## src/rtl/multdiv_seq.sv

```systemverilog
// ============================================================================
//  Module      : multdiv_seq
//  Description : Sequential signed 32-bit multiplier (radix-2 Booth) and
//                restoring divider with start/abort and a one-cycle ready.
//  Revision    : 1.0 - initial release
// ============================================================================
`default_nettype none

module multdiv_seq (
    input  logic        clock,
    input  logic        reset,
    input  logic [31:0] data_operandA,
    input  logic [31:0] data_operandB,
    input  logic        ctrl_MULT,
    input  logic        ctrl_DIV,
    output logic [31:0] data_result,
    output logic        data_exception,
    output logic        data_resultRDY
);

    typedef enum logic [1:0] {
        ST_IDLE = 2'd0,
        ST_MUL  = 2'd1,
        ST_DIV  = 2'd2,
        ST_DONE = 2'd3
    } state_t;

    localparam logic [5:0]  C_ITERS   = 6'd32;
    localparam logic [31:0] C_INT_MIN = 32'h8000_0000;
    localparam logic [31:0] C_NEG_ONE = 32'hFFFF_FFFF;

    state_t      r_state;
    state_t      w_state_nxt;
    logic [5:0]  r_count;

    // Booth register: [64:33] product high, [32:1] product low, [0] q(-1)
    logic [31:0] r_mcand;
    logic [64:0] r_prod;

    logic [31:0] r_divisor;
    logic [31:0] r_rem;
    logic [31:0] r_quo;
    logic        r_neg;
    logic        r_div_zero;
    logic        r_div_ovf;

    logic        w_start_mul;
    logic        w_start_div;
    logic        w_last;

    logic [32:0] w_mcand_ext;
    logic [32:0] w_booth_addend;
    logic [32:0] w_booth_sum;
    logic [64:0] w_prod_nxt;
    logic [63:0] w_product;
    logic        w_mul_ovf;

    logic [31:0] w_abs_a;
    logic [31:0] w_abs_b;
    logic [32:0] w_div_shift;
    logic [32:0] w_div_diff;
    logic        w_div_ge;
    logic [31:0] w_quo_final;

    // Multiply takes priority when both start strobes are present
    assign w_start_mul = ctrl_MULT;
    assign w_start_div = ctrl_DIV & ~ctrl_MULT;
    assign w_last      = (r_count == C_ITERS);

    // ------------------------------------------------------------------
    // Booth step: 33-bit add keeps the true sign for the arithmetic shift
    // ------------------------------------------------------------------
    assign w_mcand_ext = {r_mcand[31], r_mcand};

    always_comb begin
        w_booth_addend = 33'd0;
        case (r_prod[1:0])
            2'b01:   w_booth_addend = w_mcand_ext;
            2'b10:   w_booth_addend = 33'd0 - w_mcand_ext;
            default: w_booth_addend = 33'd0;
        endcase
    end

    assign w_booth_sum = {r_prod[64], r_prod[64:33]} + w_booth_addend;
    assign w_prod_nxt  = {w_booth_sum, r_prod[32:1]};
    assign w_product   = r_prod[64:1];
    assign w_mul_ovf   = ~((&w_product[63:31]) | ~(|w_product[63:31]));

    // ------------------------------------------------------------------
    // Restoring division step on magnitudes
    // ------------------------------------------------------------------
    assign w_abs_a     = data_operandA[31] ? (32'd0 - data_operandA) : data_operandA;
    assign w_abs_b     = data_operandB[31] ? (32'd0 - data_operandB) : data_operandB;
    assign w_div_shift = {r_rem, r_quo[31]};
    assign w_div_diff  = w_div_shift - {1'b0, r_divisor};
    assign w_div_ge    = ~w_div_diff[32];

    always_comb begin
        w_quo_final = r_neg ? (32'd0 - r_quo) : r_quo;
        if (r_div_zero) begin
            w_quo_final = 32'd0;
        end else if (r_div_ovf) begin
            w_quo_final = C_INT_MIN;
        end
    end

    // ------------------------------------------------------------------
    // State machine
    // ------------------------------------------------------------------
    always_ff @(posedge clock or posedge reset) begin
        if (reset) begin
            r_state <= ST_IDLE;
        end else begin
            r_state <= w_state_nxt;
        end
    end

    always_comb begin
        w_state_nxt = r_state;
        if (w_start_mul) begin
            w_state_nxt = ST_MUL;
        end else if (w_start_div) begin
            w_state_nxt = ST_DIV;
        end else begin
            case (r_state)
                ST_IDLE: w_state_nxt = ST_IDLE;
                ST_MUL:  w_state_nxt = w_last ? ST_DONE : ST_MUL;
                ST_DIV:  w_state_nxt = w_last ? ST_DONE : ST_DIV;
                ST_DONE: w_state_nxt = ST_IDLE;
                default: w_state_nxt = ST_IDLE;
            endcase
        end
    end

    // ------------------------------------------------------------------
    // Datapath and result registers
    // ------------------------------------------------------------------
    always_ff @(posedge clock or posedge reset) begin
        if (reset) begin
            r_count        <= 6'd0;
            r_mcand        <= 32'd0;
            r_prod         <= 65'd0;
            r_divisor      <= 32'd0;
            r_rem          <= 32'd0;
            r_quo          <= 32'd0;
            r_neg          <= 1'b0;
            r_div_zero     <= 1'b0;
            r_div_ovf      <= 1'b0;
            data_result    <= 32'd0;
            data_exception <= 1'b0;
        end else if (w_start_mul) begin
            r_count <= 6'd0;
            r_mcand <= data_operandA;
            r_prod  <= {32'd0, data_operandB, 1'b0};
        end else if (w_start_div) begin
            r_count    <= 6'd0;
            r_divisor  <= w_abs_b;
            r_quo      <= w_abs_a;
            r_rem      <= 32'd0;
            r_neg      <= data_operandA[31] ^ data_operandB[31];
            r_div_zero <= (data_operandB == 32'd0);
            r_div_ovf  <= (data_operandA == C_INT_MIN) && (data_operandB == C_NEG_ONE);
        end else begin
            case (r_state)
                ST_MUL: begin
                    if (w_last) begin
                        data_result    <= w_product[31:0];
                        data_exception <= w_mul_ovf;
                    end else begin
                        r_prod  <= w_prod_nxt;
                        r_count <= r_count + 6'd1;
                    end
                end
                ST_DIV: begin
                    if (w_last) begin
                        data_result    <= w_quo_final;
                        data_exception <= r_div_zero | r_div_ovf;
                    end else begin
                        r_rem   <= w_div_ge ? w_div_diff[31:0] : w_div_shift[31:0];
                        r_quo   <= {r_quo[30:0], w_div_ge};
                        r_count <= r_count + 6'd1;
                    end
                end
                default: begin
                end
            endcase
        end
    end

    assign data_resultRDY = (r_state == ST_DONE);

endmodule

`default_nettype wire
```

## config.mk

```make
export PLATFORM = sky130hd
export DESIGN_NAME = multdiv_seq
export DESIGN_NICKNAME = d
export VERILOG_FILES = /design/src/rtl/multdiv_seq.sv
export SDC_FILE = /design/constraint.sdc
export NUM_CORES = 1
export LEC_CHECK = 0
export BUFFER_PORTS_ARGS = -buffer_cell sky130_fd_sc_hd__buf_2
export CORE_UTILIZATION = 35
export DETAILED_ROUTE_END_ITERATION = 8
export GPL_ROUTABILITY_DRIVEN = 0
export PLACE_DENSITY = 0.54
export SLEW_MARGIN = 15
export SYNTH_ARGS = -nofsm -noshare
export SYNTH_HDL_FRONTEND = slang
export SYNTH_SLANG_ARGS = --single-unit
```

## constraint.sdc

```tcl
create_clock -name clock -period 8.6 [get_ports clock]
set_input_delay 1.72 -clock clock [delete_from_list [all_inputs] [get_ports clock]]
set_output_delay 1.72 -clock clock [all_outputs]
set_load 0.005 [all_outputs]
```

Yosys cells after proc, flatten, opt, wreduce, memory -nomap -nowiden. Index checks and enable logic that the tools add are counted.

Equal/unequal tests: 14. Bitwise logic cells: 9. Add/subtract/negate cells: 7. Reductions and logical operators: 16. Multiplexer cells: 32.

Operators by type and width (number): 32-bit 2-to-1 mux (14); 65-bit 2-to-1 mux (4); 1-bit by 32-bit subtractor with 32-bit output, first input constant (3); 33-bit case mux with 2 select lines (1); 32-bit equality test, second input constant (2); 32-bit case mux with 2 select lines (1); 33-bit adder (1); 33-bit AND reduction (1); 33-bit OR reduction (1); 1-bit by 32-bit subtractor with 33-bit output, first input constant (1); 33-bit by 32-bit subtractor with 33-bit output (1); 32-bit zero test (1); 6-bit 2-to-1 mux (4); 2-bit != test, second input constant (5); 6-bit by 1-bit adder with 6-bit output, second input constant (1); 2-bit equality test, second input constant (3); 6-bit equality test, second input constant (1); 2-bit 2-to-1 mux (3); 2-bit case mux with 3 select lines (1); 3-bit AND reduction (2); 2-bit nonzero test (3); 1-bit NOT (5); 5-bit AND reduction (1); 2-bit by 1-bit equality test with 1-bit output, second input constant (2); 11 further kinds (16).

Word-level logic and storage cells: 90. Flip-flop bits (word level): 237. Output and inout bits: 34. Bits of input ports: 68.

Depth between registers and ports, before layout.
Word-level depth: 7. Mapped depth: 20. Gate-level depth less buffers: 19.

Least setup slack after synthesis. OpenSTA, ideal clock, no wires.

Path kind: reg2reg. Start point: reg r_mcand[5]. End point: reg r_prod[64]. Slack: 4.428 ns. Stages on the path, launching flop included: 20. Library setup time: 0.125 ns. Clock period less this slack: 4.172 ns. Arrival: 4.047 ns. Data required time: 8.475 ns. Buffers on the path: 1. Cells stage by stage: dfrtp_1 > clkbuf_1 > nor4_1 > nand3_1 > nor2_1 > nand2_1 > or2_2 > nor4_1 > xnor2_1 > a22oi_1 > nor2_1 > ha_1 > a21o_1 > a211oi_1 > nor3_1 > a211oi_1 > a211oi_1 > nor3_1 > mux2i_1 > mux2_2.

Word-level cells in the longest chain between the ends: 7.

RTL lines: from (decl) (line 37) `logic [31:0] r_mcand;`; from (signal assigned) (line 153) `r_mcand <= data_operandA;`; 1-bit by 32-bit subtractor with 33-bit output (line 79) `2'b10: w_booth_addend = 33'd0 - w_mcand_ext;`; 33-bit case mux with 2 select lines (*) (line 77) `case (r_prod[1:0])`; 33-bit adder (*) (line 84) `assign w_booth_sum = {r_prod[64], r_prod[64:33]} + w_booth_addend;`; 65-bit 2-to-1 mux (*) (line 166) `if (w_last) begin`; 65-bit 2-to-1 mux (*) (line 164) `case (r_state)`; 65-bit 2-to-1 mux (*) (line 155) `end else if (w_start_div) begin`; 65-bit 2-to-1 mux (*) (line 151) `end else if (w_start_mul) begin`; to (signal assigned) (line 154) `r_prod <= {32'd0, data_operandB, 1'b0};`; to (signal assigned) (line 170) `r_prod <= w_prod_nxt;`; to (decl) (line 38) `logic [64:0] r_prod;`.

Mark *: on every way between the ends. The rest lies on a longest branch, timed or not. The select of a mux whose other input is x is not followed. A chain may end at the register's enable or synchronous reset.

Final worst setup path.
Start point: reg r_mcand[7]. End point: reg r_prod[64].

Same word-level chain as after synthesis.

==> results.cfg <==
[yosys]
syn_area_mm2 = 0.01640
synth_top_area_share_pct = 36.17
synth_area_per_cell_um2 = 8.594
synth_edf_count = 0
yosys-top-cells-count = 259 x nand2_1, 237 x dfrtp_1, 210 x o21ai_0
ys_async_sr_fraction_pct = 100.0
yosysWarnings = 0
synth_cell_types = 71
ys_seq_area_share_pct = 36.17
synth_top_area_cell = dfrtp_1
ys_ff_latch = 237
yosysMostFrequentCell = nand2_1
synthTopCellsByArea = dfrtp_1 36%, o21ai_0 6.4%, nand2_1 5.9%
synth_nets = 2055
ys.flop_type = dfrtp_1
syn_inst = 1908

[cts]
clk_pin_slew_ns = 0.06
cts_buffers = 29
hold_buffers = 0
clockBufferDepth = 3
post_cts_resized = 0
cts.sinks = 237
ctsHtreeMaxLevel = 1
worstSkewPairLatency_ns = 0.57
cts_tree = yes
cts_setup_buffers = 0
clockRootBuffer = clkbuf_16

[timing]
fin_crit_sh_pct = 55.60
setup_tns_ns = 0
relSlewSlack_pct = 28.04
rsz0062_at_grt = no
min_period_ns = 4.782
fmax_mhz = 209.1
setup_ws_ns = 3.818
setup_violations = 0
hold_violations = 0
tightest_slew_ns = 1.079
fin_skew_ns = 0.01880
slew_violations = 0

[cells_and_area]
area_growth_pct = 12.25
drive_gt1_share_pct = 11.39
fin_cells = 2568
final_nets = 2094

[global_routing]
antenna_found_initial = 4
grt.total_usage_pct = 20.57
grt_pass1_wl_mm = 78.29
grt-ovfl-total = 0
grt_pass1_vias = 13850
grt_max_degree = 129

[floorplanning]
start_util_pct = 35.83
die_x_um = 218.5
io_pins = 102
core-area_mm2 = 0.04577
row_count = 78
die_y_um = 218.5
die_area_mm2 = 0.04772

[setup_path]
cp_data_required_time_ns = 9.05
worstSetupEndpoint = r_prod[64]
worstReg2RegStart = r_mcand[7]
regToRegEndpoint = r_prod[64]
max_stage_delay_ns = 0.43
cpMaxStageDelayCell = dfrtp_1
start_kind = flop
r2r_setup_slack_ns = 3.82
worst-path-buf-inv = 0
crit_chain = nor4_1 > nand3_1 > nor2_1 > nand2_1 > or2_2 > nor4_1 > xnor2_1 > a22oi_1 > nor2_1 > ha_1 > a21o_1 > a211oi_1 > nor3_1 > a211oi_1 > a211oi_1 > nor3_1 > mux2i_1 > mux2_2
r2r_cells = 18
cp-startpoint = r_mcand[7]
cp_data_arrival_time_ns = 5.23
crit_path_max_fanout = 5
end_kind = flop
crit_top_cell = a211oi_1
critical_path.top_delay_family = simple AND/OR/NAND/NOR gates
path_class = flop to flop
path_depth = 18

[drt]
postRouteAntennaNets = 0
drc = 0
drtIter0Drc = 1192
vias_per_cell = 5.564
routed_wl_mm = 48.80
drt-pass1-iter-count = 5
routedWlPerCell_um = 19.00
routed-via-count = 14288

[outcome]
outcome = completed

[placed_design]
placed_cells = 2516
port_buffers = 101
place_ws_ns = 3.860
hpwlAfterDp_mm = 35.58

[worst_hold_path]
hp-class = flop to flop

[pwr]
p_per_area_mw_per_mm2 = 191.7
irDropWorstVdd_uv = 163.8
leakage_nw = 8.086
total_power_mw = 3.528

[run]
cap_viol_max_count = 0
[per-layer routing]
layer  part of all wire (%)  global-route usage, %  vias to the layer above
met4                    3.2                  6.527                        4
met2                     45                  32.48                      333
met1                     46                  28.51                     6901
li1                       -                      -                     6963
met5                  0.057                      0                        -
met3                    4.9                  3.340                       87
[worst min path at each step]
stage | from | end | slack (ns) | cells past startpoint
floorplan | r_divisor[10] | r_divisor[10] | 0.45 | 2
CTS | r_divisor[3] | r_divisor[3] | 0.48 | 2
global route | r_divisor[10] | r_divisor[10] | 0.51 | 2
detailed placement | r_divisor[3] | r_divisor[3] | 0.47 | 2
finish | data_result[9] | data_result[9] | 0.48 | 2
global placement | data_result[13] | data_result[13] | 0.46 | 2
[worst register-to-register path, cell delays in order, from the launching register on]
cell and delay (ns):
dfrtp_1 0.43, nor4_1 0.42, nand3_1 0.24, nor2_1 0.28
nand2_1 0.15, or2_2 0.33, nor4_1 0.26, xnor2_1 0.10
a22oi_1 0.14, nor2_1 0.06, ha_1 0.37, a21o_1 0.21
a211oi_1 0.30, nor3_1 0.10, a211oi_1 0.31, a211oi_1 0.13
nor3_1 0.23, mux2i_1 0.25, mux2_2 0.35
[power by group]
part,internal [mW],switching [mW],leakage (nW)
logic,0.339,0.495,4.58
clock network,0.769,0.510,0.472
registers,1.26,0.155,3.03
[per-stage QoR]
stage	utilization (%)	instance area [um^2]	hold WS [ns]
2_1_floorplan	-	16400	0.4498
3_3_place_gp	38.09	17430	0.4641
3_5_place_dp	38.09	17430	0.4703
4_1_cts	40.21	18410	0.4832
5_1_grt	40.22	18410	0.5066
6_report	40.22	18410	0.4772
[cells in the final DEF (no fill, tap or decap), types with 13 or more instances in the layout]
cell type  synthesis  layout
nand2_1          259     259
dfrtp_1          237     237
o21ai_0          210     209
nor2_1           127     127
buf_2              4     100
xnor2_1           97      97
ha_1              77      77
inv_1             76      75
a21oi_1           72      72
xor2_1            70      70
a22oi_1           58      58
mux2i_1           51      51
mux2_2            34      34
a221o_1           34      34
nor4_1            32      32
o31ai_1           32      32
nand3_1           31      31
clkbuf_16          0      29
nor3_1            30      28
nand4_1           27      27
a21o_1            27      27
nand2b_1          26      25
or4_1             18      18
buf_4              0      17
o41ai_1           15      15
a31oi_1           13      13
nor2b_1           15      13
[state kept, by name, indices dropped and copies added, names as in the netlist]
register / count
data_result: 32
data_exception: 1
r_div_zero: 1
r_state: 2
r_neg: 1
r_mcand: 32
r_div_ovf: 1
r_count: 6
r_rem: 32
r_quo: 32
r_divisor: 32
r_prod: 65
[area by class of cell]
class | count | area, um^2
Fill cell | 4603 | 27360
Antenna cell | 1 | 2.502
Multi-Input combinational cell | 1484 | 9807
Inverter | 77 | 296.5
Sequential cell | 237 | 5931
Timing Repair Buffer | 118 | 648.1
Clock buffer | 38 | 799.5
Tap cell | 600 | 750.7
Clock inverter | 13 | 172.7
[kinds of logic (layout without fill, tap and decap cells)]
kind of cell    Yosys count  in the layout  share of synthesized area, %
mux                      85             85                         5.448
xor+xnor                168            168                         9.019
flops                   237            237                         36.17
buf+inv                 187            246                         4.311
simple gates            613            613                         17.50
other cells               0              1                             0
compound gates          539            539                         21.44
fa+ha+maj                79             79                         6.119
Power figures use the tool's default switching activity.
